File: config.mk
export PLATFORM = sky130hd
export DESIGN_NAME = branch_resolve_unit
export DESIGN_NICKNAME = d
export VERILOG_FILES = /design/src/rtl/branch_pkg.sv /design/src/rtl/branch_cmp.sv /design/src/rtl/branch_resolve_unit.sv
export SDC_FILE = /design/constraint.sdc
export NUM_CORES = 1
export LEC_CHECK = 0
export CORE_AREA = 2 2 174 261
export CTS_CLUSTER_SIZE = 14
export DETAILED_ROUTE_END_ITERATION = 12
export DIE_AREA = 0 0 176 263
export GPL_TIMING_DRIVEN = 0
export PLACE_DENSITY_LB_ADDON = 0.15
export SKIP_CTS_REPAIR_TIMING = 1
export SYNTH_ARGS = -nofsm -noshare
export SYNTH_HDL_FRONTEND = slang
export SYNTH_SLANG_ARGS = --single-unit
File: constraint.sdc
create_clock -name clk -period 3.5 [get_ports clk]
set_input_delay 0.7 -clock clk [delete_from_list [all_inputs] [get_ports clk]]
set_output_delay 0.7 -clock clk [all_outputs]
set_load 0.02 [all_outputs]
File: src/rtl/branch_pkg.sv
// rtl/branch_pkg.sv - shared types and constants for the branch resolve unit
//
// Purpose: request kind encoding, branch funct3 codes and FSM state type
//          shared by branch_cmp and branch_resolve_unit.
// Ports:   none (package).

package branch_pkg;

  typedef enum logic [1:0] {
    BR_KIND_BRANCH = 2'b00,
    BR_KIND_JAL    = 2'b01,
    BR_KIND_JALR   = 2'b10,
    BR_KIND_RSVD   = 2'b11
  } br_kind_t;

  localparam logic [2:0] F3_BEQ  = 3'b000;
  localparam logic [2:0] F3_BNE  = 3'b001;
  localparam logic [2:0] F3_BLT  = 3'b100;
  localparam logic [2:0] F3_BGE  = 3'b101;
  localparam logic [2:0] F3_BLTU = 3'b110;
  localparam logic [2:0] F3_BGEU = 3'b111;

  typedef enum logic [1:0] {
    IDLE = 2'b00,
    EVAL = 2'b01,
    RESP = 2'b10
  } br_state_t;

endpackage

File: src/rtl/branch_cmp.sv
// rtl/branch_cmp.sv - combinational branch condition evaluator
//
// Purpose: evaluates the six conditional branch comparisons on two operands.
// Ports:
//   funct3_i   in  3     branch condition code
//   a_i        in  XLEN  first operand (rs1)
//   b_i        in  XLEN  second operand (rs2)
//   cond_o     out 1     condition holds
//   illegal_o  out 1     funct3 is not a branch condition (010/011)

module branch_cmp
  import branch_pkg::*;
#(
  parameter int XLEN = 32
) (
  input  logic [2:0]      funct3_i,
  input  logic [XLEN-1:0] a_i,
  input  logic [XLEN-1:0] b_i,
  output logic            cond_o,
  output logic            illegal_o
);

  always_comb begin
    cond_o    = 1'b0;
    illegal_o = 1'b0;
    case (funct3_i)
      F3_BEQ:  cond_o = (a_i == b_i);
      F3_BNE:  cond_o = (a_i != b_i);
      F3_BLT:  cond_o = ($signed(a_i) <  $signed(b_i));
      F3_BGE:  cond_o = ($signed(a_i) >= $signed(b_i));
      F3_BLTU: cond_o = (a_i <  b_i);
      F3_BGEU: cond_o = (a_i >= b_i);
      default: illegal_o = 1'b1;
    endcase
  end

endmodule

File: src/rtl/branch_resolve_unit.sv
// rtl/branch_resolve_unit.sv - branch/jump resolution unit with request/response handshake
//
// Purpose: resolves BRANCH/JAL/JALR requests into taken, target, link and
//          next-PC, flagging misaligned and illegal cases. Optional branch
//          history table enabled by macro BRANCH_PREDICT_EN.
// Ports:
//   clk, reset            clock, synchronous active-high reset
//   req_valid/req_ready   request handshake (ready only in IDLE, not in reset)
//   req_kind, req_funct3  operation kind and branch condition
//   req_pc, req_rs1, req_rs2, req_imm   operands
//   rsp_valid/rsp_ready   response handshake
//   rsp_taken, rsp_target, rsp_pc_next, rsp_link   results
//   rsp_misaligned, rsp_illegal                    exception flags
//   rsp_pred_taken, rsp_mispredict                 predictor outputs (0 without BHT)

module branch_resolve_unit
  import branch_pkg::*;
#(
  parameter int XLEN        = 32,
  parameter int BHT_ENTRIES = 16
) (
  input  logic            clk,
  input  logic            reset,
  input  logic            req_valid,
  output logic            req_ready,
  input  logic [1:0]      req_kind,
  input  logic [2:0]      req_funct3,
  input  logic [XLEN-1:0] req_pc,
  input  logic [XLEN-1:0] req_rs1,
  input  logic [XLEN-1:0] req_rs2,
  input  logic [XLEN-1:0] req_imm,
  output logic            rsp_valid,
  input  logic            rsp_ready,
  output logic            rsp_taken,
  output logic [XLEN-1:0] rsp_target,
  output logic [XLEN-1:0] rsp_pc_next,
  output logic [XLEN-1:0] rsp_link,
  output logic            rsp_misaligned,
  output logic            rsp_illegal,
  output logic            rsp_pred_taken,
  output logic            rsp_mispredict
);

  localparam logic [XLEN-1:0] FOUR = XLEN'(4);

  br_state_t state_q, state_d;

  // Latched request
  br_kind_t        kind_q;
  logic [2:0]      f3_q;
  logic [XLEN-1:0] pc_q, rs1_q, rs2_q, imm_q;

  // Evaluation results (valid while state_q == EVAL)
  logic            cmp_cond, cmp_illegal;
  logic            is_jump, ev_illegal, ev_taken, ev_mis;
  logic [XLEN-1:0] ev_target, ev_link, ev_pc_next, pc_plus4, jalr_sum;
  logic            ev_pred, ev_mispred;

  logic accept;

  // FSM
  always_ff @(posedge clk) begin
    if (reset) state_q <= IDLE;
    else       state_q <= state_d;
  end

  always_comb begin
    state_d = state_q;
    case (state_q)
      IDLE:    if (req_valid) state_d = EVAL;
      EVAL:    state_d = RESP;
      RESP:    if (rsp_ready) state_d = IDLE;
      default: state_d = IDLE;
    endcase
  end

  assign req_ready = (state_q == IDLE) && !reset;
  assign rsp_valid = (state_q == RESP);
  assign accept    = (state_q == IDLE) && req_valid;

  // Request latch
  always_ff @(posedge clk) begin
    if (reset) begin
      kind_q <= BR_KIND_BRANCH;
      f3_q   <= '0;
      pc_q   <= '0;
      rs1_q  <= '0;
      rs2_q  <= '0;
      imm_q  <= '0;
    end else if (accept) begin
      kind_q <= br_kind_t'(req_kind);
      f3_q   <= req_funct3;
      pc_q   <= req_pc;
      rs1_q  <= req_rs1;
      rs2_q  <= req_rs2;
      imm_q  <= req_imm;
    end
  end

  // Datapath
  branch_cmp #(.XLEN(XLEN)) u_cmp (
    .funct3_i  (f3_q),
    .a_i       (rs1_q),
    .b_i       (rs2_q),
    .cond_o    (cmp_cond),
    .illegal_o (cmp_illegal)
  );

  always_comb begin
    is_jump    = (kind_q == BR_KIND_JAL) || (kind_q == BR_KIND_JALR);
    ev_illegal = (kind_q == BR_KIND_RSVD) ||
                 ((kind_q == BR_KIND_BRANCH) && cmp_illegal);
    ev_taken   = !ev_illegal && (is_jump || cmp_cond);
    pc_plus4   = pc_q + FOUR;
    jalr_sum   = rs1_q + imm_q;
    ev_target  = (kind_q == BR_KIND_JALR) ? {jalr_sum[XLEN-1:1], 1'b0} : (pc_q + imm_q);
    ev_link    = is_jump ? pc_plus4 : '0;
    // Misalignment only matters when the transfer actually happens.
    ev_mis     = ev_taken && (ev_target[1:0] != 2'b00);
    // A misaligned taken transfer keeps the faulting PC for the trap logic.
    if (ev_illegal || !ev_taken) ev_pc_next = pc_plus4;
    else if (ev_mis)             ev_pc_next = pc_q;
    else                         ev_pc_next = ev_target;
  end

`ifdef BRANCH_PREDICT_EN
  localparam int IDX_W = $clog2(BHT_ENTRIES);

  logic [1:0]       bht_q [BHT_ENTRIES];
  logic             pred_q;
  logic [IDX_W-1:0] acc_idx, upd_idx;

  assign acc_idx = req_pc[IDX_W+1:2];
  assign upd_idx = pc_q[IDX_W+1:2];

  // Accept (IDLE) and update (EVAL) never coincide, so no read/write bypass.
  always_ff @(posedge clk) begin
    if (reset) begin
      for (int i = 0; i < BHT_ENTRIES; i++) bht_q[i] <= 2'b01;
      pred_q <= 1'b0;
    end else begin
      if (accept) pred_q <= bht_q[acc_idx][1];
      if ((state_q == EVAL) && (kind_q == BR_KIND_BRANCH) && !ev_illegal) begin
        if (ev_taken && (bht_q[upd_idx] != 2'b11))
          bht_q[upd_idx] <= bht_q[upd_idx] + 2'd1;
        else if (!ev_taken && (bht_q[upd_idx] != 2'b00))
          bht_q[upd_idx] <= bht_q[upd_idx] - 2'd1;
      end
    end
  end

  always_comb begin
    ev_pred    = 1'b0;
    ev_mispred = 1'b0;
    if (kind_q == BR_KIND_BRANCH) begin
      ev_pred    = pred_q;
      ev_mispred = (pred_q != ev_taken);
    end else if (is_jump) begin
      ev_pred    = 1'b1;
    end
  end
`else
  assign ev_pred    = 1'b0;
  assign ev_mispred = 1'b0;
`endif

  // Response registers: loaded once in EVAL, held through RESP.
  always_ff @(posedge clk) begin
    if (reset) begin
      rsp_taken      <= 1'b0;
      rsp_target     <= '0;
      rsp_pc_next    <= '0;
      rsp_link       <= '0;
      rsp_misaligned <= 1'b0;
      rsp_illegal    <= 1'b0;
      rsp_pred_taken <= 1'b0;
      rsp_mispredict <= 1'b0;
    end else if (state_q == EVAL) begin
      rsp_taken      <= ev_taken;
      rsp_target     <= ev_target;
      rsp_pc_next    <= ev_pc_next;
      rsp_link       <= ev_link;
      rsp_misaligned <= ev_mis;
      rsp_illegal    <= ev_illegal;
      rsp_pred_taken <= ev_pred;
      rsp_mispredict <= ev_mispred;
    end
  end

endmodule

## After elaboration in Yosys (flattened, before gate mapping)

Index checks and enable logic that the tools add are counted.

| cells by class | value |
|---|---|
| add/sub/neg operators | 3 |
| order comparisons | 4 |
| eq/ne operators | 14 |
| multiplexer cells | 9 |
| reductions and logical operators | 18 |

Operator list:

| cell | count |
|---|---|
| 32-bit 2-to-1 mux | 4 |
| 32-bit adder | 2 |
| 32-bit greater-or-equal comparator | 2 |
| 32-bit < comparator | 2 |
| 32-bit by 3-bit adder with 32-bit output (second input constant) | 1 |
| 32-bit == test | 1 |
| 32-bit != test | 1 |
| 3-bit == test (second input constant) | 4 |
| 2-bit == test (second input constant) | 3 |
| 1-bit one-hot mux with 6 select lines | 1 |
| 2-bit one-hot mux with 3 select lines | 1 |
| 6-bit OR reduction | 1 |
| 1-bit logical AND | 5 |
| 2-bit by 1-bit == test with 1-bit output (second input constant) | 2 |
| 2-bit zero test | 2 |
| 1-bit logical OR | 4 |
| 2-bit 2-to-1 mux | 2 |
| 3-bit by 1-bit == test with 1-bit output (second input constant) | 1 |
| 1-bit zero test | 3 |
| 3-bit zero test | 1 |
| 2-bit by 1-bit != test with 1-bit output (second input constant) | 1 |
| 2-bit != test (second input constant) | 1 |
| 2-bit AND reduction | 1 |
| 2-bit nonzero test | 1 |
| 1-bit 2-to-1 mux | 1 |

| storage, ports and cells | value |
|---|---|
| bits in registers | 234 |

## Longest topological paths before layout

| depth | value |
|---|---|
| word-level depth | 10 |
| gate-level depth with buffers | 14 |

## Modules after synthesis

From an unflattened synthesis, not the netlist that was laid out.

| second synthesis, totals | value |
|---|---|
| cell total of the unflattened synthesis | 1834 |
| area, all modules | 13888.3 µm² |

By module, submodules not included:

| module | instances | cells an instance | area an instance (µm²) |
|---|---|---|---|
| branch_resolve_unit | 1 | 1705 | 12958.7 |
| branch_cmp | 1 | 129 | 929.6 |

## Worst setup path after synthesis

Ideal clock, no wire load.

| path | value |
|---|---|
| path type | reg-to-reg |
| start | reg rs2_q[10] |
| end | reg rsp_pc_next[8] |
| data arrival time | 2963 ps |
| data required time | 3381 ps |
| slack | 418 ps |
| stages on the path, launching flop included | 13 |
| buffers on the path | 0 |
| clock period less this slack | 3082 ps |
| path through | dfxtp_1 > inv_1 > ha_1 > a21o_1 > a21o_1 > a221o_1 > a2111oi_4 > o21ai_2 > o31a_1 > o211ai_4 > a21oi_4 > a221o_1 > o221a_1 |

| on the way | value |
|---|---|
| longest elaborated chain between the ends | 7 |
| elaborated cells on any way between the ends | 14 |
| classes of those cells | 4 x order compare; 2 x eq/ne; 3 x mux; 5 x reduce/logical |

Ends and longest elaborated chain:

| what | RTL line | RTL |
|---|---|---|
| start: declaration | branch_resolve_unit.sv:51 | `logic [XLEN-1:0] pc_q, rs1_q, rs2_q, imm_q;` |
| start signal: assignment | branch_resolve_unit.sv:95 | `rs2_q <= req_rs2;` |
| 32-bit greater-or-equal comparator (tied with other cells) | branch_cmp.sv:32 | `F3_BGEU: cond_o = (a_i >= b_i);` |
| 1-bit one-hot mux with 6 select lines * | branch_cmp.sv:26 | `case (funct3_i)` |
| 1-bit logical OR * | branch_resolve_unit.sv:113 | `ev_taken = !ev_illegal && (is_jump \|\| cmp_cond);` |
| 1-bit logical AND * | branch_resolve_unit.sv:113 |  |
| 1-bit logical AND / 1-bit zero test (equally long branches) | branch_resolve_unit.sv:119, branch_resolve_unit.sv:121 |  |
| 32-bit 2-to-1 mux / 1-bit logical OR (equally long branches) | branch_resolve_unit.sv:122, branch_resolve_unit.sv:121 |  |
| 32-bit 2-to-1 mux * | branch_resolve_unit.sv:121 | `if (ev_illegal \|\| !ev_taken) ev_pc_next = pc_plus4;` |
| end signal: assignment | branch_resolve_unit.sv:181 | `rsp_pc_next <= ev_pc_next;` |
| end: declaration | branch_resolve_unit.sv:36 | `output logic [XLEN-1:0] rsp_pc_next,` |

Mark *: on every way between the ends. The rest lies on a longest branch, timed or not.
A chain may end at the register's enable or synchronous reset.

## Worst setup path in the final report

| path | value |
|---|---|
| start | reg rs1_q[10] |
| end | reg rsp_pc_next[9] |

| on the way | value |
|---|---|
| longest elaborated chain between the ends | 7 |
| elaborated cells on any way between the ends | 14 |
| classes of those cells | 4 x order compare; 2 x eq/ne; 3 x mux; 5 x reduce/logical |

Ends and longest elaborated chain:

| what | RTL line | RTL |
|---|---|---|
| start: declaration | branch_resolve_unit.sv:51 |  |
| start signal: assignment | branch_resolve_unit.sv:94 | `rs1_q <= req_rs1;` |
| 32-bit greater-or-equal comparator (tied with other cells) | branch_cmp.sv:32 |  |
| 1-bit one-hot mux with 6 select lines * | branch_cmp.sv:26 |  |
| 1-bit logical OR * | branch_resolve_unit.sv:113 |  |
| 1-bit logical AND * | branch_resolve_unit.sv:113 |  |
| 1-bit logical AND / 1-bit zero test (equally long branches) | branch_resolve_unit.sv:119, branch_resolve_unit.sv:121 |  |
| 32-bit 2-to-1 mux / 1-bit logical OR (equally long branches) | branch_resolve_unit.sv:122, branch_resolve_unit.sv:121 |  |
| 32-bit 2-to-1 mux * | branch_resolve_unit.sv:121 |  |

Marked as above.

==> metrics.md <==
| Metric | Value |
|---|---|
| Outcome | complete, but fails checks |
| Failing checks | setup timing |
| Clock Power Share | 36.0% |
| Cell Pwr Density | 430.4 nW/um^2 |
| Hold Path Sink | rsp_pc_next[1] |
| Avg Synthesized Cell Area | 7.719 um^2 |
| PnR worst setup slack | -0.01610 ns |
| WP buf/inv | 1 |
| Hpwl dp | 48.68 mm |
| H-tree depth | 1 |
| Switching Share | 32.88% |
| Layout Nets | 2,325 |
| Routed Antenna Nets | 0 |
| Die X | 176 um |
| Hold Slack | 0.4550 ns |
| Largest net degree at the start of global routing | 15 |
| Crit end category | flop |
| Minimum clock period | 3.516 ns |
| Slew @ Worst Pin | 1.150 ns |
| Grt total ovfl | 0 |
| Sw Pwr | 2601 uW |
| Crit Path Max Fanout | 6 |
| Unique cell type count in the Yosys netlist | 86 |
| Pre-CTS setup slack | -0.6047 ns |
| Ant. Diodes | 0 |
| Hold Startpoint | rsp_pc_next[1] |
| Clk buf depth | 3 |
| Share of cells above drive strength 1 | 7.882% |
| Most frequent CP cell | a21o_1 |
| Clk_lat worst skew | 0.56 ns |
| Cell at the root of the clock tree | clkbuf_16 |
| CTS tree | done |
| Via density | 5.330 |
| Yosys top cell by area | dfxtp_1 |
| Leakage power | 0.007125 uW |
| Period utilization | 100.5% |
| Critical path class | flop to flop |
| Hold Crit Depth | 2 |
| Reg-to-reg startpoint | rs1_q[10] |
| VDD IR max | 0.0003203 V |
| Internal power | 5310 uW |
| Sequential-to-total area share from yosys stat | 33.64% |
| Worst Hold Class | flop to flop |
| Combinational power share | 26.0% |
| DRC violations left | 0 |
| CP Launch Type | flop |
| Slew Limit Headroom | 23.33% |
| Max Cap Viol | 0 |
| RSZ-0062 raised after global routing | yes |
| Sequential share of power | 38.0% |
| Largest cells by area after synthesis | dfxtp_1, nand2_1, ha_1 |
| Commonest non-fill, non-tap cells in the layout | nand2_1, clkdlybuf4s50_1, a21oi_1, dfxtp_1, nor2_1 |
| R2r setup slk | -0.02 ns |
| Fraction of registers with async set/reset | 0% |
| Critical path's top delay family | compound AO/OA/AOI/OAI gates |
| Reg-to-Reg End | rsp_pc_next[9] |
| Placer Congestion | 0.9962 |
| Cells on worst reg2reg path | 12 |
| Num Clock Sinks | 234 |
| Fmax | 0.2844 GHz |
| Required time at the worst-slack endpoint | 3.97 ns |
| Synthesis-stage register bit count | 234 |
| Routed WL | 59.46 mm |
| Post-DR wirelength/cell | 22.17 um |
| Cell row count | 94 |
| Area delta synth->final | 31.98% |
| Cells after Synth | 1,804 |
| Final hold violation count | 0 |
| Fin Clk Skew | 0.02679 ns |
| CP max stage cell | a2111oi_4 |
| Synth Cell Area | 13,920 um^2 |
| Core Box Area | 43,870 um^2 |
| Post-Place Cell Area | 17,020 um^2 |
| Setup violations, final | 2 |
| Synth Flop Type | dfxtp_1 |
| Die area | 46,290 um^2 |
| Total CTS buffers | 24 |
| Global Route Usage Sum | 25.11% |
| Worst-path clk slew | 0.06 ns |
| Slew Viols, Final | 0 |
| Vias in the first global route | 14,450 |
| First-pass GRT wire length | 87.64 mm |
| Router iterations before antenna repair | 5 |
| CP Cell Sequence | ha_4 -> a21o_1 -> a21o_1 -> a221o_1 -> a2111oi_4 -> o21ai_2 -> o31a_1 -> o211ai_4 -> nand2_4 -> buf_6 -> mux2_4 -> a311oi_2 |
| Design area | 18,380 um^2 |
| Starting density of the core | 31.74% |
| Slowest stage delay, CP | 0.48 ns |
| Commonest non-fill, non-tap cell in the layout | nand2_1 |
| IO Port Bufs | 237 |
| Synth top area share | 33.64% |
| Post-layout util | 41.89% |
| Via count | 14,300 |
| Ys Warns | 0 |
| Die Ht | 263 um |
| Initial DRC Count | 900 |
| Antenna violations before repair | 0 |
| EDFF count, synth | 0 |
| Io pins | 240 |
| Worst endpoint data arrival time | 3.99 ns |
worst max path at each step:
stage                                 end  slack, ns  depth (start not counted)      start
final                      rsp_pc_next[9]      -0.02                         12  rs1_q[10]
after global routing       rsp_pc_next[9]       -0.1                         12  rs1_q[10]
after CTS                 rsp_pc_next[29]      -0.60                         11    pc_q[7]
after detailed placement  rsp_pc_next[29]      -0.60                         11    pc_q[7]
after global placement    rsp_pc_next[29]      -0.56                         11    pc_q[7]
after floorplan            rsp_pc_next[8]       0.42                         12  rs2_q[10]
Yosys cell counts (9+ instances only):
cell      count
nor2b_1      12
buf_1        14
o21ai_0      60
ha_1         97
a21oi_1     224
nand2b_1     12
a22oi_1      31
xnor2_1      44
o21a_1       12
o31ai_1      10
nand3_1      31
nor2_1      134
and2_1       10
dfxtp_1     234
o211ai_1     13
mux2i_1      13
o31a_1        9
and3_1       22
clkbuf_1     81
or2_2        11
and4_1        9
inv_1        67
a31oi_1      23
a21o_1       30
nand2_1     362
nand4_1      21
a211oi_1     35
xor2_1       24
nor3_1       28
registers in the layout, indices dropped and copies added, names as in the netlist:
| name | count |
|---|---|
| f3_q | 3 |
| rsp_taken | 1 |
| imm_q | 32 |
| rsp_illegal | 1 |
| rs1_q | 32 |
| kind_q | 2 |
| rsp_link | 32 |
| rsp_target | 32 |
| pc_q | 32 |
| rs2_q | 32 |
| state_q | 2 |
| rsp_misaligned | 1 |
| rsp_pc_next | 32 |
worst reg2reg max path, stage by stage (launching register included):
cell	delay, ns
dfxtp_4	0.36
ha_4	0.23
a21o_1	0.15
a21o_1	0.17
a221o_1	0.36
a2111oi_4	0.49
o21ai_2	0.16
o31a_1	0.36
o211ai_4	0.39
nand2_4	0.12
buf_6	0.16
mux2_4	0.29
a311oi_2	0.22
layer usage:
layer	track usage [%]	routed length, um	share of wire (%)	vias up
met3	2.686	2815	4.7	131
met2	46.20	30240	51	468
met1	28.03	22930	39	6726
met5	0	0	0	-
li1	-	-	-	6970
met4	13.45	3474	5.8	0
final cells by class:
type | count | area, um^2
Buffer | 102 | 452.9
Clock inverter | 13 | 175.2
Fill cell | 4518 | 25490
Clock buffer | 30 | 684.4
Timing Repair Buffer | 257 | 2526
Multi-Input combinational cell | 1403 | 8859
Tap cell | 576 | 720.7
Inverter | 67 | 251.5
Sequential cell | 234 | 4708
power groups by stage:
| stage | Combinational, uW | Clock [uW] | Sequential [uW] |
|---|---|---|---|
| after detailed placement | 1950 | 0 | 3070 |
| after floorplan | 1100 | 0 | 3050 |
| after global routing | 2220 | 3010 | 3020 |
| after CTS | 1960 | 2890 | 3010 |
| final | 2060 | 2850 | 3010 |
| after global placement | 1930 | 0 | 3070 |
metrics by stage:
stage / std cells / TNS (ns) / total power [uW]
2_1_floorplan: 1805 / 0 / 4150
3_3_place_gp: 2618 / -11.26 / 4998
3_5_place_dp: 2618 / -12.68 / 5015
4_1_cts: 2661 / -13.15 / 7854
5_1_grt: 2682 / -0.5790 / 8248
6_report: 2682 / -0.02338 / 7910
cell families (layout without fill, tap and decap cells):
logic type	after synthesis	in the layout	share of synthesized area (%)
simple gates	678	678	21.47
compound gates	541	542	25.71
flops	234	234	33.64
buf+inv	169	469	4.834
fa+ha+maj	99	99	9.003
xor+xnor	68	68	4.277
mux	14	14	1.042
other cells	1	2	0.02693
Power figures use the tool's default switching activity.
